### src/rtl/fc_layer_pkg.sv
// Shared definitions for the CNN datapath stages: FSM state encoding,
// default fixed-point widths and a width helper.
package fc_layer_pkg;

  typedef enum logic [1:0] {
    IDLE  = 2'd0,
    MAC   = 2'd1,
    STORE = 2'd2
  } state_t;

  localparam int DEF_DATA_W = 16;
  localparam int DEF_W_FRAC = 6;
  localparam int DEF_ACC_W  = 32;

  // Ceiling log2, never below 1 so that counters and addresses keep a real bit.
  function automatic int clog2(input int value);
    int r;
    r = 0;
    while ((1 << r) < value) r++;
    return (r < 1) ? 1 : r;
  endfunction

endpackage

### src/rtl/fc_layer_sat_shift.sv
// Rescale an accumulator by an arithmetic right shift (floor) and clamp it
// into the signed output range.
module fc_layer_sat_shift #(
  parameter int ACC_W  = 32,
  parameter int DATA_W = 16,
  parameter int SHIFT  = 6
) (
  input  logic [ACC_W-1:0]  acc,
  output logic [DATA_W-1:0] result
);

  localparam logic signed [ACC_W-1:0] MAX_V = {{(ACC_W-DATA_W+1){1'b0}}, {(DATA_W-1){1'b1}}};
  localparam logic signed [ACC_W-1:0] MIN_V = {{(ACC_W-DATA_W+1){1'b1}}, {(DATA_W-1){1'b0}}};

  logic signed [ACC_W-1:0] shifted;

  assign shifted = $signed(acc) >>> SHIFT;

  always_comb begin
    if (shifted > MAX_V)
      result = MAX_V[DATA_W-1:0];
    else if (shifted < MIN_V)
      result = MIN_V[DATA_W-1:0];
    else
      result = shifted[DATA_W-1:0];
  end

endmodule

### src/rtl/fc_layer.sv
// Sequential dense layer: one MAC per clock over a captured feature vector,
// bias add, rescale/saturate, and a one-cycle valid pulse per result vector.
module fc_layer
  import fc_layer_pkg::*;
#(
  parameter int IN_LEN   = 8,
  parameter int OUT_LEN  = 4,
  parameter int DATA_W   = DEF_DATA_W,
  parameter int WEIGHT_W = 8,
  parameter int W_FRAC   = DEF_W_FRAC,
  parameter int ACC_W    = DEF_ACC_W
) (
  input  logic                                   clk,
  input  logic                                   rst,
  input  logic [IN_LEN*DATA_W-1:0]               data_in,
  input  logic                                   data_valid,
  output logic                                   in_ready,
  input  logic                                   w_wr_en,
  input  logic [clog2(IN_LEN*OUT_LEN)-1:0]       w_addr,
  input  logic [WEIGHT_W-1:0]                    w_data,
  input  logic                                   b_wr_en,
  input  logic [clog2(OUT_LEN)-1:0]              b_addr,
  input  logic [DATA_W-1:0]                      b_data,
  output logic [OUT_LEN*DATA_W-1:0]              data_out,
  output logic                                   data_out_valid
);

  localparam int NW = IN_LEN * OUT_LEN;
  localparam int AW = clog2(NW);
  localparam int IW = clog2(IN_LEN);
  localparam int OW = clog2(OUT_LEN);
  localparam int PW = DATA_W + WEIGHT_W;

  state_t state_reg, state_next;

  logic [IW-1:0]              i_reg;
  logic [OW-1:0]              o_reg;
  logic signed [ACC_W-1:0]    acc_reg;
  logic                       dout_valid_reg;
  logic signed [DATA_W-1:0]   x_in     [IN_LEN];
  logic signed [DATA_W-1:0]   x_reg    [IN_LEN];
  logic signed [DATA_W-1:0]   dout_reg [OUT_LEN];
  logic signed [WEIGHT_W-1:0] w_mem    [NW];
  logic signed [DATA_W-1:0]   b_mem    [OUT_LEN];

  logic                       last_i, last_o;
  logic                       w_addr_ok, b_addr_ok;
  logic [AW-1:0]              w_idx;
  logic signed [PW-1:0]       prod;
  logic signed [DATA_W-1:0]   b_sel;
  logic signed [ACC_W-1:0]    bias_acc;
  logic [DATA_W-1:0]          sat_out;

  for (genvar gi = 0; gi < IN_LEN; gi++) begin : g_unpack
    assign x_in[gi] = data_in[gi*DATA_W +: DATA_W];
  end

  for (genvar gi = 0; gi < OUT_LEN; gi++) begin : g_pack
    assign data_out[gi*DATA_W +: DATA_W] = dout_reg[gi];
  end

  // Address range checks collapse to constants when the depth fills the address space.
  if (NW == (1 << AW)) begin : g_w_full
    assign w_addr_ok = 1'b1;
  end else begin : g_w_part
    assign w_addr_ok = {1'b0, w_addr} < (AW+1)'(NW);
  end

  if (OUT_LEN == (1 << OW)) begin : g_b_full
    assign b_addr_ok = 1'b1;
  end else begin : g_b_part
    assign b_addr_ok = {1'b0, b_addr} < (OW+1)'(OUT_LEN);
  end

  assign last_i   = (i_reg == IW'(IN_LEN - 1));
  assign last_o   = (o_reg == OW'(OUT_LEN - 1));
  assign w_idx    = AW'(o_reg) * AW'(IN_LEN) + AW'(i_reg);
  assign prod     = PW'(x_reg[i_reg]) * PW'(w_mem[w_idx]);
  assign b_sel    = (state_reg == IDLE) ? b_mem[0] : b_mem[o_reg + OW'(1)];
  assign bias_acc = ACC_W'(b_sel) <<< W_FRAC;

  fc_layer_sat_shift #(
    .ACC_W (ACC_W),
    .DATA_W(DATA_W),
    .SHIFT (W_FRAC)
  ) u_sat (
    .acc   (acc_reg),
    .result(sat_out)
  );

  always_ff @(posedge clk or posedge rst) begin
    if (rst) state_reg <= IDLE;
    else     state_reg <= state_next;
  end

  always_comb begin
    state_next = state_reg;
    case (state_reg)
      IDLE:    if (data_valid) state_next = MAC;
      MAC:     if (last_i) state_next = STORE;
      STORE:   state_next = last_o ? IDLE : MAC;
      default: state_next = IDLE;
    endcase
  end

  always_comb begin
    in_ready       = (state_reg == IDLE);
    data_out_valid = dout_valid_reg;
  end

  always_ff @(posedge clk or posedge rst) begin
    if (rst) begin
      i_reg          <= '0;
      o_reg          <= '0;
      acc_reg        <= '0;
      dout_valid_reg <= 1'b0;
      for (int k = 0; k < IN_LEN; k++)  x_reg[k]    <= '0;
      for (int k = 0; k < OUT_LEN; k++) dout_reg[k] <= '0;
    end else begin
      dout_valid_reg <= 1'b0;
      case (state_reg)
        IDLE: begin
          if (data_valid) begin
            x_reg   <= x_in;
            acc_reg <= bias_acc;
            i_reg   <= '0;
            o_reg   <= '0;
          end
        end
        MAC: begin
          acc_reg <= acc_reg + ACC_W'(prod);
          i_reg   <= last_i ? '0 : i_reg + IW'(1);
        end
        STORE: begin
          dout_reg[o_reg] <= sat_out;
          if (!last_o) begin
            o_reg   <= o_reg + OW'(1);
            i_reg   <= '0;
            acc_reg <= bias_acc;
          end else begin
            dout_valid_reg <= 1'b1;
          end
        end
        default: ;
      endcase
    end
  end

  // Coefficients only change between vectors so a run always sees one consistent set.
  always_ff @(posedge clk or posedge rst) begin
    if (rst) begin
      for (int k = 0; k < NW; k++)      w_mem[k] <= '0;
      for (int k = 0; k < OUT_LEN; k++) b_mem[k] <= '0;
    end else if (state_reg == IDLE) begin
      if (w_wr_en && w_addr_ok) w_mem[w_addr] <= w_data;
      if (b_wr_en && b_addr_ok) b_mem[b_addr] <= b_data;
    end
  end

endmodule

### config.mk
export PLATFORM = sky130hd
export DESIGN_NAME = fc_layer
export DESIGN_NICKNAME = d
export VERILOG_FILES = /design/src/rtl/fc_layer_pkg.sv /design/src/rtl/fc_layer_sat_shift.sv /design/src/rtl/fc_layer.sv
export SDC_FILE = /design/constraint.sdc
export NUM_CORES = 2
export LEC_CHECK = 0
export BUFFER_PORTS_ARGS = -buffer_cell sky130_fd_sc_hd__buf_2
export CORE_AREA = 2 2 229 231
export CTS_CLUSTER_DIAMETER = 30
export DETAILED_ROUTE_END_ITERATION = 10
export DIE_AREA = 0 0 231 233
export GPL_ROUTABILITY_DRIVEN = 0
export PLACE_DENSITY = 0.89
export SETUP_SLACK_MARGIN = 0.5
export SKIP_LAST_GASP = 1
export SLEW_MARGIN = 10
export SYNTH_ARGS = -nofsm -noshare
export SYNTH_HDL_FRONTEND = slang
export SYNTH_HIERARCHICAL = 1
export SYNTH_SLANG_ARGS = --single-unit
### constraint.sdc
create_clock -name clk -period 23.4 [get_ports clk]
set_input_delay 2.34 -clock clk [delete_from_list [all_inputs] [get_ports clk]]
set_output_delay 2.34 -clock clk [all_outputs]
set_load 0.05 [all_outputs]
Yosys cells after proc, flatten, opt, wreduce, memory -nomap -nowiden
Cells that the tools add are included.
- word-level logic and storage cells: 131
- input port bits: 164
- output and inout port bits: 66
- bits in registers: 552
- order comparisons: 11
- bitwise gates (word level): 6
- mux-type cells: 37
- multipliers: 1
- equality and inequality tests: 7
- add/sub/neg operators: 4
- reduce and logical (&&, ||, !) cells: 12
- operator list (kind ; count):
    bitwise mux 256 bit ; 1
    two-way mux 16 bit ; 9
    bitwise mux 64 bit ; 2
    one-hot mux 32 bit (3 select lines) ; 1
    demux 16 bit (select 2 bit) ; 2
    two-way mux 32 bit ; 2
    binary-select mux 16 bit (select 3 bit) ; 1
    binary-select mux 8 bit (select 5 bit) ; 1
    demux 8 bit (select 5 bit) ; 1
    adder 32 x 24 -> 32 bit ; 1
    binary-select mux 16 bit (select 2 bit) ; 1
    > comparator 26 x 16 -> 1 bit (second input constant) ; 1
    < comparator 26 x 16 -> 1 bit (second input constant) ; 1
    multiplier 16 x 8 -> 24 bit ; 1
    two-way mux 8 bit ; 3
    greater-or-equal comparator 6 bit (second input constant) ; 2
    NOT 5 -> 6 bit ; 2
    greater-or-equal comparator 3 bit (second input constant) ; 3
    two-way mux 3 bit ; 3
    NOT 2 -> 3 bit ; 3
    one-hot mux 3 bit (3 select lines) ; 1
    two-way mux 2 bit ; 4
    AND reduction 2 bit ; 4
    < comparator 3 x 1 -> 1 bit (second input constant) ; 2
    other kinds (18) ; 26

Depth between registers and ports, before layout
- word-level depth: 8
- mapped depth: 27

Modules after synthesis
The synthesis kept the hierarchy.
- by module, submodules not included (module ; sequential area each (um^2) ; cells an instance ; instances ; area an instance (um^2)):
    fc_layer ; 13813.2 ; 2189 ; 1 ; 30598.1
    fc_layer_sat_shift ; 0.0 ; 47 ; 1 ; 327.8

Least setup slack after synthesis
No wires, ideal clock.
- path type: register to register
- from: register i_reg[1]
- to: register acc_reg[28]
- period minus slack after synthesis: 7.222 ns
- path slack: 16.178 ns
- data required time: 23.313 ns
- cell stages (with the launch flop): 25
- path buffers: 4
- data arrival time: 7.136 ns
- setup time: 0.087 ns
- path through: dfrtp_1 buf_2 buf_4 buf_2 mux4_2 mux4_2 nand2_1 nand2_1 inv_1 nor2_1 fa_1 fa_1 fa_1 fa_1 ha_1 ha_1 clkbuf_1 and4_1 nand2_1 o41ai_1 a31oi_2 a41oi_1 a311o_2 a211o_1 o211ai_1
- cells in the longest elaborated chain, start to end: 8
- elaborated cells on any way between the ends: 12
- RTL lines (item ; line ; text):
    start, declared ; fc_layer.sv:36 ; logic [IW-1:0] i_reg;
    start signal, assigned ; fc_layer.sv:132 ; i_reg <= last_i ? '0 : i_reg + IW'(1);
    adder 5 x 3 -> 5 bit ; fc_layer.sv:77 ; assign w_idx = AW'(o_reg) * AW'(IN_LEN) + AW'(i_reg);
    NOT 5 -> 6 bit (implied by the code) ; fc_layer.sv:78 ; assign prod = PW'(x_reg[i_reg]) * PW'(w_mem[w_idx]);
    binary-select mux 8 bit (select 5 bit) ; fc_layer.sv:78 ;
    two-way mux 8 bit (implied by the code) (2 in series) ; fc_layer.sv:78 ;
    multiplier 16 x 8 -> 24 bit * ; fc_layer.sv:78 ;
    adder 32 x 24 -> 32 bit * ; fc_layer.sv:131 ; acc_reg <= acc_reg + ACC_W'(prod);
    one-hot mux 32 bit (3 select lines) * ; fc_layer.sv:121 ; case (state_reg)
    end signal, assigned ; fc_layer.sv:125 ; acc_reg <= bias_acc;
    end signal, assigned ; fc_layer.sv:131 ;
    end signal, assigned ; fc_layer.sv:139 ; acc_reg <= bias_acc;
    end, declared ; fc_layer.sv:38 ; logic signed [ACC_W-1:0] acc_reg;
Every way passes the cells marked *; elsewhere a longest branch is shown, timed or not. The select of a mux whose other input is x is not followed.
A chain may end at the register's enable or synchronous reset.

Worst setup path after layout
- from: register i_reg[0]
- to: register acc_reg[28]
The elaborated chain is that of the path after synthesis.

==> impl_metrics.py <==
metrics = {
    "synthesis": {
        "yosysTopAreaCell": "dfrtp_1",
        "synthCells": 2236,
        "synth_most_common_cell": "dfrtp_1",
        "avgSynthCellArea_um2": 13.83,
        "synth_mux_area_share_pct": 29.23,
        "ys_top_cells_by_count": "dfrtp_1, mux2_2, fa_1",
        "synth_fa_ha_area_share_pct": 13.43,
        "synth.distinct_cells": 67,
        "synth_edf_count": 0,
        "synth_top_cell_area_share_pct": 44.67,
        "netlist_area_mm2": 0.03093,
        "ys.warnings.count": 6,
        "synth-xor-area-share_pct": 0.7363,
        "synth.area.top_cells": "dfrtp_1, mux2_2, fa_1",
        "synthFlopType": "dfrtp_1",
        "synth_fp_nets": 2636,
        "ys_seq_area_share_pct": 44.67,
        "synth_top_family_by_area": "multiplexers",
        "async_reset_ff_share_pct": 100.0,
        "synth_seq_cells": 552,
        "synthSimpleGateAreaFrac_pct": 4.709,
        "synth_compound_gate_area_share_pct": 3.487,
    },
    "drt": {
        "drt_pre_antenna_iters": 8,
        "via_per_inst": 6.462,
        "drt-wirelength-per-cell_um": 26.24,
        "drtIter0Drc": 2190,
        "postRouteAntennaNets": 0,
        "drc": 0,
        "wl_um": 85310,
        "via_count": 21010,
    },
    "critical_path": {
        "crit_path_end_kind": "flip-flop",
        "start_kind": "flip-flop",
        "path_buf_inv": 5,
        "cpPeakStageDelay_ps": 850,
        "worstPathArrival_ps": 9710,
        "crit_path_top_delay_cell": "buf_4",
        "critPathMostFrequentCell": "fa_1",
        "worstPathRequired_ps": 23980,
        "crit_type": "reg -> reg",
        "cp_max_fo": 46,
        "critical-path-top-delay-family": "adder cells",
    },
    "floorplan": {
        "fp-row-count": 83,
        "dieArea_mm2": 0.05382,
        "ioPinCount": 230,
        "start_util_pct": 60.53,
        "chipHeight_um": 233,
        "design.core.area_mm2": 0.05109,
        "dieWidth_um": 231,
    },
    "global_routing": {
        "grt_max_degree": 199,
        "track_usage_pct": 31.74,
        "antenna_found_initial": 15,
        "grt_pass1_vias": 22930,
        "grt_pass1_wl_um": 130400,
        "overflow": 0,
    },
    "min_path": {
        "hp-class": "reg -> reg",
    },
    "cells_and_area": {
        "syn_to_final_growth_pct": 17.63,
        "num-nets-final": 2868,
        "largest_reg_flops": 256,
        "drive_above_1_share_pct": 43.44,
        "fin_cells": 3251,
    },
    "sta": {
        "slew_headroom_pct": 25.00,
        "timing.final.crit_share_pct": 38.99,
        "tns_ps": 0,
        "rsz0062_at_grt": "false",
        "hold_viol_final": 0,
        "fmax_ghz": 0.1096,
        "finalSetupViolCount": 0,
        "period_minus_slack_ps": 9124,
        "skew_ps": 37.18,
        "setup_ws_ps": 14280,
        "worstMarginPinSlew_ps": 1094,
        "final_max_slew_viol_count": 0,
    },
    "clocking": {
        "cts_made_buffers": 101,
        "cts_root_buffer": "clkbuf_16",
        "cts_hold_buffers": 0,
        "cts_sinks": 552,
        "ctsResizeCount": 0,
        "clk_latency_ps": 670,
        "cts_buffer_depth": 3,
        "tritoncts": "yes",
        "post_cts_buffers": 0,
        "clk_pin_slew_worst_paths_ps": 60,
        "htree_levels": 3,
    },
    "job": {
        "cap_violations": 0,
    },
    "placement": {
        "port_buffers": 229,
        "place_inst": 3045,
        "dpl_worst_slack_ps": 14130,
        "hpwl_um": 52830,
    },
    "outcome": {
        "run_status": "finished clean",
    },
}
-- routing by layer --
| metal | wire, µm | track usage [%] | vias up | part of all wire [%] |
|---|---|---|---|---|
| met5 | 0 | 0 | - | 0 |
| met4 | 5422 | 18.45 | 0 | 6.4 |
| met3 | 6444 | 6.287 | 433 | 7.6 |
| met2 | 43710 | 54.37 | 1321 | 51 |
| met1 | 29730 | 37.47 | 10800 | 35 |
| li1 | - | - | 8450 | - |
-- worst reg2reg max path, cell delays in order, from the launching register on --
cell	delay [ps]
dfrtp_4	580
buf_4	690
buf_4	910
mux4_2	660
mux4_2	480
nand2_1	120
nand2_1	400
nand2_1	260
fa_1	470
inv_1	100
fa_1	440
ha_1	310
inv_1	60
fa_1	540
inv_1	50
ha_1	300
ha_1	240
fa_1	420
a21o_1	210
a21oi_2	230
o21ai_2	130
a31oi_2	260
a41oi_1	250
a311o_2	520
a211o_1	310
o211ai_1	90
-- final timing paths --
path / end / cells past startpoint / start / slack (ps)
max: acc_reg[28] / 25 / i_reg[0] / 14280
min: data_out[59] / 1 / data_out[59] / 490
max reg2reg: acc_reg[28] / 25 / i_reg[0] / 14280
min reg2reg: data_out[59] / 1 / data_out[59] / 490
max in group asynchronous: x_reg[9] / 5 / rst / 18070
min in group asynchronous: b_mem[31] / 2 / rst / 1850
-- per-stage QoR --
| stage | util [%] | cell area (µm²) | hold WS (ps) |
|---|---|---|---|
| global placement | 63.66 | 32520 | 481.7 |
| CTS | 71.10 | 36330 | 500.0 |
| finish | 71.20 | 36380 | 493.8 |
| global route | 71.19 | 36380 | 507.8 |
| detailed placement | 63.66 | 32520 | 487.1 |
| floorplan | - | 30930 | 473.9 |
-- cell type report --
type / instances / area [µm²]
fillers: 2952 / 14720
clock buffers: 124 / 2776
inverters: 152 / 578.1
clock inverters: 66 / 1028
multi-input cells: 1412 / 15970
well taps: 680 / 850.8
repair buffers: 249 / 1309
diodes: 16 / 40.04
flip-flops and latches: 552 / 13820
-- layout by cell type (no fill, tap or decap), types with 6 or more instances in the layout --
cell type	Yosys	final
xor2_1	9	9
a21o_1	12	12
o22ai_1	13	13
buf_4	15	19
nand2_1	98	98
a2bb2oi_1	15	15
nor2_2	7	7
mux2i_1	23	22
xnor2_1	17	17
o21ai_0	38	38
or2_2	6	6
diode_2	0	16
fa_1	160	160
clkbuf_8	0	12
clkinv_4	0	9
mux4_2	128	128
mux2i_4	6	6
ha_1	76	76
clkbuf_1	64	9
clkinvlp_4	0	7
clkbuf_16	0	103
nand3_1	9	9
clkinv_2	0	15
buf_2	34	229
mux2_2	513	513
nand2b_1	8	8
nor2_1	114	113
a211oi_1	9	9
inv_1	150	149
nand4_1	21	21
nor3_1	7	7
dfrtp_1	552	548
a21oi_1	38	37
bufinv_16	0	22
inv_6	0	9
nor2b_1	16	16
-- kinds of logic after synthesis --
kind of cell | Yosys count
compound gates | 164
xor+xnor | 26
fa+ha+maj | 236
buf+inv | 272
flops | 552
mux | 671
simple gates | 315
Power is not shown: default switching activity piles up to over one toggle a cycle in this logic, so the estimate is an artifact.
